## config.mk

```make
export PLATFORM = sky130hd
export DESIGN_NAME = move_sequencer
export DESIGN_NICKNAME = d
export VERILOG_FILES = /design/src/rtl/move_defs.sv /design/src/rtl/step_pulse_gen.sv /design/src/rtl/move_sequencer.sv
export SDC_FILE = /design/constraint.sdc
export NUM_CORES = 1
export LEC_CHECK = 0
export CAP_MARGIN = 10
export CORE_MARGIN = 3
export CORE_UTILIZATION = 45
export DETAILED_ROUTE_END_ITERATION = 8
export PLACE_DENSITY_LB_ADDON = 0.15
export SLEW_MARGIN = 20
export SYNTH_ARGS = -nofsm -noshare
export SYNTH_HDL_FRONTEND = slang
export SYNTH_HIERARCHICAL = 1
export SYNTH_SLANG_ARGS = --single-unit
```

## constraint.sdc

```tcl
create_clock -name clock -period 2.9 [get_ports clock]
set_input_delay 0.87 -clock clock [delete_from_list [all_inputs] [get_ports clock]]
set_output_delay 0.87 -clock clock [all_outputs]
set_load 0.05 [all_outputs]
```

## src/rtl/move_defs.sv

```systemverilog
// Shared definitions for the cube-turning move sequencer.
// Holds the face codes, the bit layout of a move code and the FSM state encoding.
package move_defs;

  // Face codes carried in the move-code face field
  localparam logic [2:0] FaceR = 3'd1;
  localparam logic [2:0] FaceU = 3'd2;
  localparam logic [2:0] FaceF = 3'd3;
  localparam logic [2:0] FaceL = 3'd4;
  localparam logic [2:0] FaceB = 3'd5;
  localparam logic [2:0] FaceD = 3'd6;

  // Move-code layout: [4] half turn, [3:1] face, [0] inverse
  localparam int unsigned MoveCodeW   = 5;
  localparam int unsigned MoveInvBit  = 0;
  localparam int unsigned MoveFaceLsb = 1;
  localparam int unsigned MoveFaceMsb = 3;
  localparam int unsigned MoveHalfBit = 4;

  // Step counter width; a half turn of 2*1023 steps still fits
  localparam int unsigned StepCntW = 11;
  localparam int unsigned SettleW  = 8;

  typedef enum logic [2:0] {
    StIdle   = 3'd0,
    StStepHi = 3'd1,
    StStepLo = 3'd2,
    StSettle = 3'd3,
    StDone   = 3'd4
  } state_e;

endpackage

```

## src/rtl/step_pulse_gen.sv

```systemverilog
// Step-phase timer for the shared step output.
// While start is high it alternates high and low phases of 'period' cycles each,
// beginning with a high phase; step_tick marks the last cycle of every phase.
// Dropping start returns it to the ready-for-high-phase condition.
//   clock, reset     : clock and synchronous active-high reset
//   period           : cycles per phase (>= 1)
//   start            : run enable, held high for the whole stepping interval
//   step_pin         : step output, low whenever start is low
//   step_tick        : one-cycle marker at the end of each phase
module step_pulse_gen #(
  parameter int unsigned PERIOD_W = 20
) (
  input  logic                clock,
  input  logic                reset,
  input  logic [PERIOD_W-1:0] period,
  input  logic                start,
  output logic                step_pin,
  output logic                step_tick
);

  logic [PERIOD_W-1:0] timer_q, timer_d;
  logic                phase_hi_q, phase_hi_d;

  always_comb begin
    timer_d    = timer_q;
    phase_hi_d = phase_hi_q;
    step_tick  = 1'b0;
    if (!start) begin
      timer_d    = '0;
      phase_hi_d = 1'b1;
    end else if (timer_q == period - PERIOD_W'(1)) begin
      step_tick  = 1'b1;
      timer_d    = '0;
      phase_hi_d = ~phase_hi_q;
    end else begin
      timer_d = timer_q + PERIOD_W'(1);
    end
  end

  always_ff @(posedge clock) begin
    if (reset) begin
      timer_q    <= '0;
      phase_hi_q <= 1'b1;
    end else begin
      timer_q    <= timer_d;
      phase_hi_q <= phase_hi_d;
    end
  end

  assign step_pin = start & phase_hi_q;

endmodule

```

## src/rtl/move_sequencer.sv

```systemverilog
// Executes one cube move at a time on a bank of stepper drivers sharing a
// step line. A move enables one face driver, sets direction, issues a quarter
// or half turn worth of step pulses, holds the enable for a settle time and
// then pulses move_done. Invalid face codes are rejected with move_error.
//   clock, reset : clock and synchronous active-high reset
//   next_move    : [4] half turn, [3:1] face 1..NUM_FACES, [0] inverse
//   move_start   : request, honoured only while move_ready is high
//   move_ready   : idle, request accepted this cycle
//   move_done    : one-cycle completion pulse
//   move_error   : one-cycle pulse the cycle after an invalid request
//   dir_pin      : direction latched at accept
//   step_pin     : shared step pulse train
//   en_pins      : one-hot driver enable
module move_sequencer
  import move_defs::*;
#(
  parameter int unsigned NUM_FACES        = 6,
  parameter int unsigned QUARTER_STEPS    = 50,
  parameter int unsigned STEP_HALF_PERIOD = 31250,
  parameter int unsigned SETTLE_CYCLES    = 10
) (
  input  logic                 clock,
  input  logic                 reset,
  input  logic [MoveCodeW-1:0] next_move,
  input  logic                 move_start,
  output logic                 move_ready,
  output logic                 move_done,
  output logic                 move_error,
  output logic                 dir_pin,
  output logic                 step_pin,
  output logic [NUM_FACES-1:0] en_pins
);

  localparam int unsigned PeriodW = $clog2(STEP_HALF_PERIOD + 1);
  localparam logic [PeriodW-1:0]  HalfPeriod    = PeriodW'(STEP_HALF_PERIOD);
  localparam logic [StepCntW-1:0] QuarterTarget = StepCntW'(QUARTER_STEPS);
  localparam logic [StepCntW-1:0] HalfTarget    = StepCntW'(2 * QUARTER_STEPS);
  // Only meaningful when SETTLE_CYCLES > 0; the settle state is skipped otherwise
  localparam logic [SettleW-1:0]  SettleLast    = SettleW'(SETTLE_CYCLES - 1);

  state_e               state_q, state_d;
  logic [2:0]           face_q, face_d;
  logic                 dir_q, dir_d;
  logic [StepCntW-1:0]  target_q, target_d;
  logic [StepCntW-1:0]  count_q, count_d;
  logic [SettleW-1:0]   settle_q, settle_d;
  logic                 error_q, error_d;

  logic       step_run;
  logic       step_tick;
  logic       en_active;
  logic [2:0] face_code;
  logic       face_ok;

  assign face_code = next_move[MoveFaceMsb:MoveFaceLsb];
  assign face_ok   = (face_code != 3'd0) && (32'(face_code) <= NUM_FACES);

  step_pulse_gen #(
    .PERIOD_W (PeriodW)
  ) u_step_pulse_gen (
    .clock     (clock),
    .reset     (reset),
    .period    (HalfPeriod),
    .start     (step_run),
    .step_pin  (step_pin),
    .step_tick (step_tick)
  );

  always_comb begin
    state_d   = state_q;
    face_d    = face_q;
    dir_d     = dir_q;
    target_d  = target_q;
    count_d   = count_q;
    settle_d  = settle_q;
    error_d   = 1'b0;
    step_run  = 1'b0;
    en_active = 1'b0;
    move_done = 1'b0;
    unique case (state_q)
      StIdle: begin
        if (move_start) begin
          if (face_ok) begin
            face_d   = face_code - 3'd1;
            dir_d    = ~next_move[MoveInvBit];
            target_d = next_move[MoveHalfBit] ? HalfTarget : QuarterTarget;
            count_d  = '0;
            state_d  = StStepHi;
          end else begin
            error_d = 1'b1;
          end
        end
      end
      StStepHi: begin
        step_run  = 1'b1;
        en_active = 1'b1;
        if (step_tick) state_d = StStepLo;
      end
      StStepLo: begin
        step_run  = 1'b1;
        en_active = 1'b1;
        if (step_tick) begin
          // A pulse counts as complete at the end of its low phase
          count_d = count_q + StepCntW'(1);
          if (count_d == target_q) begin
            settle_d = '0;
            state_d  = (SETTLE_CYCLES == 0) ? StDone : StSettle;
          end else begin
            state_d = StStepHi;
          end
        end
      end
      StSettle: begin
        en_active = 1'b1;
        if (settle_q == SettleLast) state_d = StDone;
        else                        settle_d = settle_q + SettleW'(1);
      end
      StDone: begin
        move_done = 1'b1;
        state_d   = StIdle;
      end
      default: state_d = StIdle;
    endcase
  end

  always_ff @(posedge clock) begin
    if (reset) begin
      state_q  <= StIdle;
      face_q   <= '0;
      dir_q    <= 1'b0;
      target_q <= '0;
      count_q  <= '0;
      settle_q <= '0;
      error_q  <= 1'b0;
    end else begin
      state_q  <= state_d;
      face_q   <= face_d;
      dir_q    <= dir_d;
      target_q <= target_d;
      count_q  <= count_d;
      settle_q <= settle_d;
      error_q  <= error_d;
    end
  end

  always_comb begin
    en_pins = '0;
    for (int unsigned i = 0; i < NUM_FACES; i++) begin
      en_pins[i] = en_active && (32'(face_q) == i);
    end
  end

  assign move_ready = (state_q == StIdle);
  assign move_error = error_q;
  assign dir_pin    = dir_q;

endmodule

```

======== After elaboration in Yosys (flattened, before gate mapping) ========
Index checks and enable logic that the tools add are counted.
word-level totals
  logic and storage cells ................. 82
  input bits .............................. 8
  flip-flop bits (word level) ............. 54
  output and inout port bits .............. 11
operators by class
  equal/unequal tests ..................... 19
  bitwise operators ....................... 6
  multiplexer cells ....................... 22
  reductions and logical operators ........ 21
  magnitude comparators ................... 1
  add/subtract/negate cells ............... 4
operators by type and width
  kind                                           number
  two-way mux 11 bit                             3
  two-way mux 8 bit                              3
  one-hot mux 11 bit (2 select lines)            1
  one-hot mux 8 bit (2 select lines)             1
  adder 15 x 1 -> 15 bit, second input constant  1
  == test 15 bit, second input constant          1
  two-way mux 3 bit                              5
  == test 3 x 2 -> 1 bit, second input constant  4
  inequality test 2 bit, second input constant   6
  one-hot mux 3 bit (4 select lines)             1
  adder 11 x 1 -> 11 bit, second input constant  1
  == test 11 bit                                 1
  == test 3 bit, second input constant           3
  OR reduction 3 bit                             3
  adder 8 x 1 -> 8 bit, second input constant    1
  == test 8 x 4 -> 1 bit, second input constant  1
  AND reduction 4 bit                            2
  logical AND 1 bit                              7
  two-way mux 7 bit                              1
  == test 3 x 1 -> 1 bit, second input constant  2
  logical NOT 3 bit                              2
  two-way mux 1 bit                              6
  NOT 1 bit                                      5
  AND reduction 5 bit                            1
  9 further kinds                                11

======== Depth between registers and ports, before layout ========
Gate-level depths: netlist of run 1.
  depth in word-level cells ............... 6
  gate-level depth with buffers ........... 14
  gate-level depth less buffers ........... 13

======== By module ========
Netlist of run 1, hierarchy kept.
by module, submodules not included
  module          area an instance (um2)  seq. area each (um2)  instances  cells each
  move_sequencer  1804.2                  600.6                 1          234
  step_pulse_gen  1343.8                  320.3                 1          154

======== Worst setup path before layout of run 1 ========
No wires, ideal clock.
  kind .................................... register to output
  start point ............................. register state_q[1]
  end point ............................... output en_pins[0]
  path slack .............................. -0.255 ns
  data arrival time ....................... 2.285 ns
  cell stages (with the launch flop) ...... 5
  path buffers ............................ 1
  required time ........................... 2.030 ns
  cells stage by stage .................... dfxtp_1 > buf_2 > nor2_1 > nor2_1 > nor4b_1
between the ends
  cells in the longest elaborated chain, start to end .. 4
  elaborated cells between the ends (all ways) .. 6
  classes of those cells .................. eq/ne: 3; mux: 1; reduce/logical: 2
RTL lines
  item                                                              RTL line               text
  start, declared                                                   move_sequencer.sv:41   state_e state_q, state_d;
  start signal, assigned                                            move_sequencer.sv:128  state_q <= StIdle;
  start signal, assigned                                            move_sequencer.sv:136  state_q <= state_d;
  == test 3 x 2 -> 1 bit or == test 3 x 1 -> 1 bit (tied branches)  move_sequencer.sv:80   unique case (state_q)
  OR reduction 3 bit (no line) (*)                                  n/a
  two-way mux 1 bit (*)                                             move_sequencer.sv:80
  logical AND 1 bit (*)                                             move_sequencer.sv:149  en_pins[i] = en_active && (32'(face_q) == i);
  end, declared                                                     move_sequencer.sv:31   output logic [NUM_FACES-1:0] en_pins
Every way passes the cells marked *; elsewhere a longest branch is shown, timed or not.

======== Worst setup path after layout of run 1 ========
  start point ............................. register state_q[1]
  end point ............................... output move_done
between the ends
  cells in the longest elaborated chain, start to end .. 2
RTL lines
  item               RTL line              text
  == test 3 bit      move_sequencer.sv:80
  two-way mux 1 bit  move_sequencer.sv:80
  end, declared      move_sequencer.sv:27  output logic move_done,
Every way passes these cells.

==> flow_summary.json, run 1 <==
{
  "grt_max_degree": 22,
  "synth_area_leaders": "dfxtp_1, xor2_1, xnor2_1",
  "io_pins": 19,
  "fmax_ghz": 0.372,
  "yosysWarnings": 6,
  "antenna_found_initial": 0,
  "post_cts_buffers": 0,
  "tightest_slew_ns": 0.610,
  "fin_skew_ns": 0.00721,
  "yosysUniqueCellTypes": 62,
  "ir_drop_v": 0.000332,
  "synthFlopType": "dfxtp_1",
  "clock_path_buffers": 2,
  "finalPower_w": 0.00171,
  "hpwl_um": 5520,
  "synth_top_cell_area_share_pct": 29.3,
  "hold_buffers": 0,
  "final_common_cell": "conb_1",
  "pwr-share-comb_pct": 34.3,
  "powerDensity_nw_per_um2": 454,
  "setup_viol": 0,
  "fin_crit_sh_pct": 92.7,
  "port-buffer-count": 18,
  "outcome": "complete, no violations",
  "r2r_cells": 12,
  "final_util_pct": 57.3,
  "num_antenna_cells": 0,
  "synthArstFlopShare_pct": 0,
  "drt_first_pass_iters": 4,
  "dr.first_iter.drc_count": 107,
  "htreeDepth": 2,
  "p_int_w": 0.00107,
  "clk_root_buffer_cell": "clkbuf_8",
  "drive_gt1_share_pct": 12.6,
  "crit_fanout": 11,
  "overflow": 0,
  "synth.avg_cell_area_sq_um": 8.11,
  "numCtsBuffers": 5,
  "p_leak_nw": 1.44,
  "fin_nets": 483,
  "via_per_inst": 5.10,
  "final_cell_mix": "conb_1, dfxtp_1, nor2_1",
  "slew_headroom_pct": 59.0,
  "use_met2_pct": 34.8,
  "busiest_layer": "met2",
  "cts_sinks": 46,
  "crit_type": "flip-flop to output port",
  "synth_edf_count": 0,
  "n_fill_cell": 643,
  "critical_path.startpoint_type": "flip-flop",
  "hold_viol_final": 0,
  "syn_area_sq_um": 3150,
  "die_x_um": 89.6,
  "clkTransAtPathRegs_ns": 0.08,
  "initial_core_util_pct": 47.9,
  "setup-tns-final_ns": 0,
  "hold_class": "flip-flop to flip-flop",
  "grt_pass1_wl_um": 12400,
  "rsz0062_at_grt": "false",
  "core-area_sq_um": 6570,
  "insertion_delay_ns": 0.30,
  "drc": 0,
  "gp_routability_congestion": 0.803,
  "ys_seq_elements": 46,
  "num_rows": 29,
  "slew_viol_final": 0,
  "p_switching_w": 0.000640,
  "gr-usage-met3_pct": 3.56,
  "routed_wl_um": 7120,
  "post-route-min-period_ns": 2.69,
  "arrival_ns": 1.82,
  "ant_nets": 0,
  "yosysSeqAreaShare_pct": 29.3,
  "post_cts_resized": 0,
  "grt_usage_pct": 19.4,
  "min_path_cells": 2,
  "dieArea_sq_um": 8040,
  "synth_largest_area_cell": "dfxtp_1",
  "seqPwrFrac_pct": 41.6,
  "vias": 2862,
  "grt_pass1_vias": 2699,
  "p_clk_share_pct": 24.2,
  "fp.dieH_um": 89.6,
  "syn_to_final_growth_pct": 19.5,
  "max_cap_viol_count": 0,
  "swShare_pct": 37.5,
  "met1_usage_pct": 23.3,
  "end_kind": "output port",
  "synth_cells": 388,
  "cts_tree": "done",
  "wire_per_inst_um": 12.7,
  "crit_required_ns": 2.03
}
==> registers in the layout (all words and copies together) (netlist names) <==
name / cells
u_step_pulse_gen/timer_q: 15
count_q: 11
settle_q: 8
face_q: 3
state_q: 3
target_q: 3
dir_pin: 1
move_error: 1
u_step_pulse_gen/phase_hi_q: 1
==> kinds of logic after synthesis <==
logic type      after synthesis  share of synthesized area, %
compound gates               70                          14.6
xor+xnor                     43                          12.0
fa+ha+maj                     8                          3.18
buf+inv                      30                          4.29
flops                        46                          29.3
mux                           6                          1.99
other cells                   2                         0.239
simple gates                183                          34.5
==> power by group through the flow <==
stage	combinational [W]	sequential [W]	clock, W
after floorplan	0.000441	0.000707	0
after global placement	0.000578	0.000722	0
after detailed placement	0.000583	0.000723	0
after CTS	0.000584	0.000709	0.000423
after global routing	0.000642	0.000716	0.000456
final	0.000585	0.000710	0.000413
==> Yosys cell counts, drive strengths merged, types with 2 or more instances <==
cell type,count
dfxtp,46
nor2,43
a21oi,23
nand3,23
xor2,23
nor3,22
xnor2,20
nand2,18
o21ai,15
inv,13
nor4,12
buf,9
nand4,9
and2,8
clkbuf,8
ha,8
nand2b,7
or3,7
nand3b,5
nor3b,5
nor4b,5
or4,5
a31oi,4
and3,4
mux2i,4
o22ai,4
a211oi,3
o31a,3
or2,3
a211o,2
a21o,2
conb,2
mux2,2
nor2b,2
o2111ai,2
o211ai,2
==> worst max-delay path: stages (launching register included) <==
cell,delay (ns)
dfxtp_1,0.42
nor2_1,0.15
and2_1,0.15
clkdlybuf4s50_1,0.80
==> cell type report <==
type	instances	area, sq um	share of cell area, %
repair buffers	29	243	6.45
inverters	13	48.8	1.30
clock inverters	1	5.00	0.133
flip-flops and latches	46	921	24.5
multi-input cells	372	2340	62.3
well taps	93	116	3.09
clock buffers	7	86.3	2.29
==> metrics by stage <==
stage,setup WS (ns),std cells,cell area (sq um),hold WS [ns]
finish,0.212,561,3760,0.505
global route,0.0147,561,3760,0.511
CTS,0.205,561,3760,0.490
detailed placement,0.144,553,3670,0.477
global placement,0.221,553,3670,0.473
floorplan,0.145,448,3400,0.437
==> final timing paths <==
check / startpoint / to / slack, ns
max: state_q[1] / move_done / 0.21
min: target_q[5] / target_q[5] / 0.50
max reg2reg: u_step_pulse_gen/timer_q[14] / count_q[10] / 0.24
min reg2reg: target_q[5] / target_q[5] / 0.50
==> metal layers <==
metal  vias up  part of all wire (%)
met4         0                   1.7
met5         -                     0
met3        11                   2.5
li1       1493                     -
met2        35                    52
met1      1323                    44
(Power assumes the default switching activity.)
==> run 2: changes to the inputs <==
Settings changed: PLACE_DENSITY_LB_ADDON 0.15 to not set.
==> run 2 against run 1 <==
  * Routed wire length is 1.3% lower
  * Sequential cell count stayed put
  * Largest cell class unchanged
  * Setup slack worse by 0.074 ns
  * Combinational power is 3.8% higher
  * Count of clock-buffer cells in the layout is 2 lower
  * Die area stayed put
==> flow_summary.json, run 2 (synthesis gave the netlist of run 1 again) <==
{
  "fp.dieH_um": 89.6,
  "finalPower_w": 0.00179,
  "port-buffer-count": 18,
  "post_cts_buffers": 0,
  "crit_required_ns": 3.09,
  "hold_viol_final": 0,
  "setup_viol": 0,
  "end_kind": "flip-flop",
  "p_int_w": 0.00114,
  "insertion_delay_ns": 0.30,
  "critical_path.startpoint_type": "flip-flop",
  "top_register": "u_step_pulse_gen/timer_q",
  "ant_nets": 0,
  "gp_routability_congestion": 0.839,
  "p_clk_share_pct": 27.2,
  "fmax_ghz": 0.362,
  "tightest_slew_ns": 0.649,
  "slew_headroom_pct": 56.3,
  "arrival_ns": 2.95,
  "powerDensity_nw_per_um2": 470,
  "wire_per_inst_um": 12.4,
  "pwr-share-comb_pct": 33.8,
  "antenna_found_initial": 0,
  "dpl-instance-area_sq_um": 3700,
  "core-area_sq_um": 6570,
  "cts_sinks": 46,
  "num_rows": 29,
  "vias": 2845,
  "overflow": 0,
  "final_cell_mix": "conb_1, dfxtp_1, nor2_1",
  "clkTransAtPathRegs_ns": 0.09,
  "num_antenna_cells": 0,
  "top_regs": "u_step_pulse_gen/timer_q: 15 flops, count_q: 11 flops, settle_q: 8 flops",
  "numCtsBuffers": 5,
  "initial_core_util_pct": 47.9,
  "io_pins": 19,
  "die_x_um": 89.6,
  "fin_skew_ns": 0.0130,
  "routed_wl_um": 7030,
  "post-route-min-period_ns": 2.76,
  "rsz0062_at_grt": "false",
  "grt_usage_pct": 19.1,
  "grt_pass1_wl_um": 12300,
  "largest_reg_flops": 15,
  "grt_max_degree": 23,
  "via_per_inst": 5.04,
  "outcome": "complete, no violations",
  "final_area_sq_um": 3820,
  "syn_to_final_growth_pct": 21.2,
  "clock_path_buffers": 2,
  "crit_type": "flip-flop to flip-flop",
  "p_switching_w": 0.000655,
  "p_leak_nw": 1.47,
  "crit_fanout": 3,
  "seqPwrFrac_pct": 39.0,
  "dr.first_iter.drc_count": 98,
  "htreeDepth": 2,
  "grt_pass1_vias": 2551,
  "whs_ns": 0.473,
  "slew_viol_final": 0,
  "cts_tree": "done",
  "final_common_cell": "conb_1",
  "setup-tns-final_ns": 0,
  "max_cap_viol_count": 0,
  "dieArea_sq_um": 8040,
  "drt_first_pass_iters": 4,
  "ir_drop_v": 0.000330,
  "drc": 0,
  "fin_nets": 487,
  "hpwl_um": 5460,
  "drive_gt1_share_pct": 13.8,
  "hold_class": "flip-flop to flip-flop",
  "clk_root_buffer_cell": "clkbuf_8",
  "swShare_pct": 36.5,
  "fin_crit_sh_pct": 95.2
}
[run 2: changes by cell type in the layout (fill, tap and decap cells not counted), sizes merged]
cell	before	now
buf	19	23
clkbuf	7	5
bufinv	0	1
inv	13	14
[run 2: what timing repair did]
| action | in CTS | in global routing |
|---|---|---|
| endpoints found under the setup margin | 0 | 9 |
| hold buffers | 0 | 0 |
| gates resized for setup | 0 | 1 |
[run 2: metrics by stage]
step	utilization (%)	std cells	worst slack, ns
finish	58.1	565	0.138
global route	58.1	565	0.00347
CTS	58.1	565	0.0697
detailed placement	56.4	557	0.0277
global placement	56.4	557	0.0983
floorplan	-	448	0.145
[run 2: metal layers]
metal	global-route usage, %	up-vias	routed length (um)
met1	28.7	1295	3800
met2	28.7	43	2970
met5	0	-	0
met4	4.60	0	66
met3	2.65	4	193
li1	-	1503	-
[run 2: path summary, 6_finish.rpt]
kind                                     from           to  slack (ns)  cells past startpoint
hold / removal                    target_q[5]  target_q[5]        0.47                      2
hold reg to reg                   target_q[5]  target_q[5]        0.47                      2
setup reg to reg  u_step_pulse_gen/timer_q[0]  settle_q[1]        0.14                     11
setup / recovery  u_step_pulse_gen/timer_q[0]  settle_q[1]        0.14                     11
[run 2: worst max-delay path, stage by stage (launching register included)]
cell,delay (ns)
dfxtp_1,0.36
xnor2_1,0.11
a211o_1,0.32
a211oi_1,0.26
o2111ai_1,0.22
nor4_4,0.22
and2_1,0.18
inv_1,0.08
nor2_1,0.14
nand4_1,0.19
o21bai_2,0.23
mux2_1,0.34
[run 2: final cells by class]
cell class                      instances  area (sq um)
Clock inverter                          3          43.8
Timing Repair Buffer                   33           273
Multi-Input combinational cell        372          2340
Clock buffer                            5          68.8
Inverter                               13          48.8
Tap cell                               93           116
Sequential cell                        46           921
Fill cell                             647          2750
[run 2: power by group through the flow]
stage / registers [W] / clock network, W / logic [W]
2_1_floorplan: 0.000707 / 0 / 0.000441
3_3_place_gp: 0.000712 / 0 / 0.000592
3_5_place_dp: 0.000714 / 0 / 0.000602
4_1_cts: 0.000699 / 0.000503 / 0.000604
5_1_grt: 0.000707 / 0.000529 / 0.000660
6_report: 0.000700 / 0.000487 / 0.000607
==> patch 1, RTL diff (flow settings as in run 2) <==
`StepCntW`: 11 -> 22.
--- a/src/rtl/move_defs.sv
+++ b/src/rtl/move_defs.sv
@@ -18,7 +18,7 @@
   localparam int unsigned MoveHalfBit = 4;
 
   // Step counter width; a half turn of 2*1023 steps still fits
-  localparam int unsigned StepCntW = 11;
+  localparam int unsigned StepCntW = 22;
   localparam int unsigned SettleW  = 8;
 
   typedef enum logic [2:0] {
Formal check against the unedited RTL: no difference found for any inputs over 10 cycles, from zero or initial values and one cycle with reset high; that may be too few to reach the edited logic, so the function may still have changed.
==> patch 1 against run 2 <==
Cell area grew 21%. Largest cell class unchanged. Area after synthesis grew 22%. Critical endpoint is now settle_q[3]. Worst setup slack gained 0.064 ns. Sequential cell count grew 11. Count of clock-buffer cells in the layout grew 6. Final cell count grew 19%. Routed wire length grew 26%.
Power is not compared: it rests on default switching activity, and its combinational part moved more than twofold at a synthesized area within 25%.
==> patch 1: results (changes against run 2) <==
Run status
  • Status: complete, no violations (unchanged)

Yosys
  • Register area share after synthesis: 29.6% (was 29.3%)
  • Yosys cell types: 71 (was 62)
  • Syn Area/Cell: 7.92 um^2 (was 8.11 um^2)
  • Post-synth top cells: dfxtp_1 (57), nor2_1 (48), nand2_1 (36) (was dfxtp_1 (46), nor2_1 (43), a21oi_1 (23), xor2_1 (23), nand3_1 (22))
  • Yosys warnings: 6 (unchanged)
  • Ranking of synthesized cells by area: dfxtp_1 (30%), xor2_1 (5.9%), xnor2_1 (4.8%), nor2_1 (4.7%), nand2_1 (3.5%) (was dfxtp_1 (29%), xor2_1 (6.4%), xnor2_1 (5.6%), nor2_1 (5.1%), a21oi_1 (3.7%))

Place
  • Gpl congestion: 0.875 (was 0.839)
  • DP Worst Slack: 0.0733 ns (was 0.0277 ns)
  • Placed wire-length estimate: 6.58 mm (was 5.46 mm)
  • Cell Count Post-Placement: 657 (was 557)
  • Area after DPL: 0.00439 mm^2 (was 0.00370 mm^2)

STA
  • Transition time of the tightest slew-check pin: 0.644 ns (was 0.649 ns)
  • Fin Clk Skew: 0.0146 ns (was 0.0130 ns)
  • Period utilization: 93.0% (was 95.2%)

Drt
  • Number of DRC markers in iteration 0: 124 (was 98)
  • Routed WL per cell: 13.2 um (was 12.4 um)
  • Routed vias: 3551 (was 2845)
  • WL final: 8.88 mm (was 7.03 mm)

Layout
  • Regs by FF count: count_q x22, u_step_pulse_gen/timer_q x15, settle_q x8 (was u_step_pulse_gen/timer_q x15, count_q x11, settle_q x8)
  • Final nets: 581 (was 487)
  • Share of cells above drive strength 1: 12.5% (was 13.8%)
  • Antenna Cells: 0 (unchanged)

Critical path
  • CP max stage delay: 0.51 ns (was 0.36 ns)
  • Crit-path max FO: 8 (was 3)
  • Top Family by Delay on Critical Path: simple AND/OR/NAND/NOR gates (was compound AO/OA/AOI/OAI gates)
  • Worst-path cell with the longest stage delay: a2111oi_0 (was dfxtp_1)
  • Worst setup path startpoint: count_q[0] (was u_step_pulse_gen/timer_q[0])
  • Setup crit end kind: register (unchanged)
  • FF-to-FF setup slack: 0.20 ns (was 0.14 ns)
  • Signal arrival time at the worst endpoint: 2.92 ns (was 2.95 ns)
  • FF-to-FF End: settle_q[3] (was settle_q[1])

GRT
  • First-pass GRT wire length: 15.1 mm (was 12.3 mm)
  • Tot GR Track Use: 18.7% (was 19.1%)
  • Initial antenna violation count: 0 (unchanged)
  • Vias in the first global route: 3310 (was 2551)

Clocking
  • Worst-Skew Late Latency: 0.34 ns (was 0.30 ns)
  • Number of CTS-inserted buffers: 9 (was 5)
  • CTS clk-pin slew, worst paths: 0.07 ns (was 0.09 ns)
  • Htree depth: 3 (was 2)
  • Root Buffer: clkbuf_8 (unchanged)

Hold path
  • Hold path cells: 2 (unchanged)
==> patch 1: cell types whose count changed after synthesis, moves of 4 or more <==
cell,run 2,this run
a211oi_1,3,7
a31oi_1,4,11
and3_1,3,11
a311oi_1,1,6
nand2b_1,7,2
dfxtp_1,46,57
nor2_1,43,48
nand2_1,18,36
nor3_1,12,19
clkbuf_1,8,21
o21ai_1,0,7
nor4_1,9,13
==> patch 1: power groups by stage <==
| stage | Combinational, mW | Clock, mW | Sequential (mW) |
|---|---|---|---|
| final | 0.184 | 0.746 | 0.807 |
| after global routing | 0.208 | 0.788 | 0.808 |
| after CTS | 0.181 | 0.764 | 0.806 |
| after detailed placement | 0.180 | 0 | 0.824 |
| after global placement | 0.178 | 0 | 0.824 |
| after floorplan | 0.130 | 0 | 0.825 |
==> patch 1: final cells by class <==
cell class	count	area [um^2]
clock buffer	11	141
clock inverter	5	55.1
fill	813	3640
inverter	12	45.0
multi-input combinational	449	2800
sequential	57	1140
tap	105	131
timing repair buffer	35	307
==> patch 1: logic make-up after synthesis <==
family / after synthesis / share of synthesized area [%]
muxes: 2 / 0.519
buffers and inverters: 41 / 4.58
xor gates and xnor gates: 47 / 10.7
DFF: 57 / 29.6
adders and majority gates: 9 / 2.92
and+or+nand+nor: 228 / 34.0
other: 2 / 0.195
AOI/OAI and AO/OA: 101 / 17.5
==> patch 1: per-layer routing <==
metal  wire (um)  part of all wire, %  vias to the layer above  track usage (%)
met4         190                  2.1                        0             7.98
li1            -                    -                     1871                -
met1        4310                   49                     1626             24.6
met2        4200                   47                       37             30.7
met5           0                    0                        -                0
met3         182                  2.1                       17             2.62
==> patch 1: worst min path at each step <==
stage | startpoint | to | slack [ns]
finish | settle_q[1] | settle_q[1] | 0.50
global route | count_q[12] | count_q[12] | 0.53
CTS | settle_q[7] | settle_q[7] | 0.50
detailed placement | settle_q[7] | settle_q[7] | 0.48
global placement | settle_q[1] | settle_q[1] | 0.49
floorplan | target_q[5] | target_q[5] | 0.46
==> patch 1: repair_timing <==
| item | in CTS | in global routing |
|---|---|---|
| setup buffers | 0 | 1 |
| pin swaps | 0 | 1 |
| resized for setup | 3 | 4 |
| setup endpoints to repair | 3 | 14 |
| endpoints found under the hold margin | 0 | 0 |
==> patch 1: worst register-to-register path: cells and delay by family (launching register included) <==
| kind | cells | cell delay, ns |
|---|---|---|
| adder cells (fa/ha/maj) | 1 | 0.27 |
| flip-flops | 1 | 0.38 |
| AND/OR/NAND/NOR | 5 | 1.21 |
| AO/OA/AOI/OAI | 2 | 0.57 |
| buffers and inverters | 1 | 0.15 |
==> patch 2, RTL diff (config.mk and constraints of run 2) <==
Without the edit above. Make the reset (`reset`) asynchronous in 2 clocked blocks. Comments in the files are not updated.
--- a/src/rtl/step_pulse_gen.sv
+++ b/src/rtl/step_pulse_gen.sv
@@ -37,7 +37,7 @@
     end
   end
 
-  always_ff @(posedge clock) begin
+  always_ff @(posedge clock or posedge reset) begin
     if (reset) begin
       timer_q    <= '0;
       phase_hi_q <= 1'b1;
--- a/src/rtl/move_sequencer.sv
+++ b/src/rtl/move_sequencer.sv
@@ -123,7 +123,7 @@
     endcase
   end
 
-  always_ff @(posedge clock) begin
+  always_ff @(posedge clock or posedge reset) begin
     if (reset) begin
       state_q  <= StIdle;
       face_q   <= '0;
Behaviour: differs if reset is asserted again (counterexample within 4 cycles, from zero or initial values and one cycle with reset high); with reset held inactive, the same outputs for 10 cycles.
==> patch 2 against run 2 <==
Cell area grew 0.72%. Worst setup slack better by 0.22 ns. Area after synthesis increased by 0.99%. Sequential power rose by 16%. Critical path type unchanged. Routed wire length shrank 12%. Non-clock buffer count fell by 3. Die area is 0.93% higher. Total power rose by 2.0%. Sequential cell count stayed put. Sequential share of layout area increased by 5.8 points. Final cell count fell by 2.7%. Highest routed layer unchanged.
==> patch 2: results (changes against run 2) <==
Place
  • DP Worst Slack: 0.260 ns (was 0.0277 ns)
  • Area after DPL: 0.00375 mm^2 (was 0.00370 mm^2)
  • Placed wire-length estimate: 4.73 mm (was 5.46 mm)
  • Gpl congestion: 0.753 (was 0.839)
  • Cell Count Post-Placement: 542 (was 557)

Yosys
  • Ranking of synthesized cells by area: dfrtp_1 (35%), xnor2_1 (6.1%), nor2_1 (5.5%), xor2_1 (4.7%), o21ai_0 (4.1%) (was dfxtp_1 (29%), xor2_1 (6.4%), xnor2_1 (5.6%), nor2_1 (5.1%), a21oi_1 (3.7%))
  • Synth Area in Adders: 3.15% (was 3.18%)
  • Ys flop type: dfrtp_1 (was dfxtp_1)
  • Syn Area/Cell: 8.83 um^2 (was 8.11 um^2)
  • Yosys cell types: 66 (was 62)
  • Mux share of post-synthesis cell area: 2.28% (was 1.99%)
  • Cell count after synthesis: 360 (was 388)

Layout
  • Non-clock buffering overhead: 6.90% (was 7.15%)
  • Share of cells above drive strength 1: 11.5% (was 13.8%)
  • Fraction of area in multi-input gates: 56.5% (was 61.4%)
  • Final nets: 469 (was 487)
  • Storage element area: 0.00115 mm^2 (was 921 um^2)
  • Non-clk bufs: 30 (was 33)
  • Multi-input gates: 359 (was 372)
  • Clk tree area frac: 2.38% (was 2.95%)
  • # fillers: 678 (was 647)

Power and ir drop
  • Pwr/cell area: 476 mW/mm^2 (was 470 mW/mm^2)
  • Post-route total power: 1.83 mW (was 1.79 mW)
  • Leakage: 1.75 nW (was 1.47 nW)
  • Switching power total: 672 uW (was 655 uW)

STA
  • Fin Hold WS: 0.489 ns (was 0.473 ns)
  • Slew HR: 59.3% (was 56.3%)

GRT
  • Met1 Usage GRT: 20.2% (was 28.7%)
  • Met3 Resource Use GR: 2.43% (was 2.65%)
  • Vias in the first global route: 2470 (was 2551)

Drt
  • Metal1 wirelength: 2.87 mm (was 3.80 mm)
  • Routed wire length on met3: 167 um (was 193 um)

Critical path
  • CP max stage delay: 0.40 ns (was 0.36 ns)
  • Worst setup path startpoint: u_step_pulse_gen/timer_q[5] (was u_step_pulse_gen/timer_q[0])

Run status
  • Status: complete, no violations (unchanged)
## patch 2: cell count changes after synthesis, moves of 11 or more
cell | run 2 | this run
dfxtp_1 | 46 | 0
dfrtp_1 | 0 | 45
a21oi_1 | 23 | 8
o21ai_0 | 14 | 26
nand2_1 | 18 | 29
nand3_1 | 22 | 11
## patch 2: worst min path at each step
stage / start / endpoint / depth (start not counted)
final: target_q[5] / target_q[5] / 1
after global routing: target_q[5] / target_q[5] / 1
after CTS: target_q[5] / target_q[5] / 1
after detailed placement: target_q[5] / target_q[5] / 1
after global placement: target_q[5] / target_q[5] / 1
after floorplan: target_q[5] / target_q[5] / 1
## patch 2: logic make-up (layout without fill, tap and decap cells)
family,count (synthesis),count (layout)
buffers and inverters,26,49
other,2,73
AND/OR/NAND/NOR,169,169
XOR/XNOR,39,39
AO/OA/AOI/OAI,63,63
adder cells (fa/ha/maj),8,8
flip-flops,46,46
multiplexers,7,7
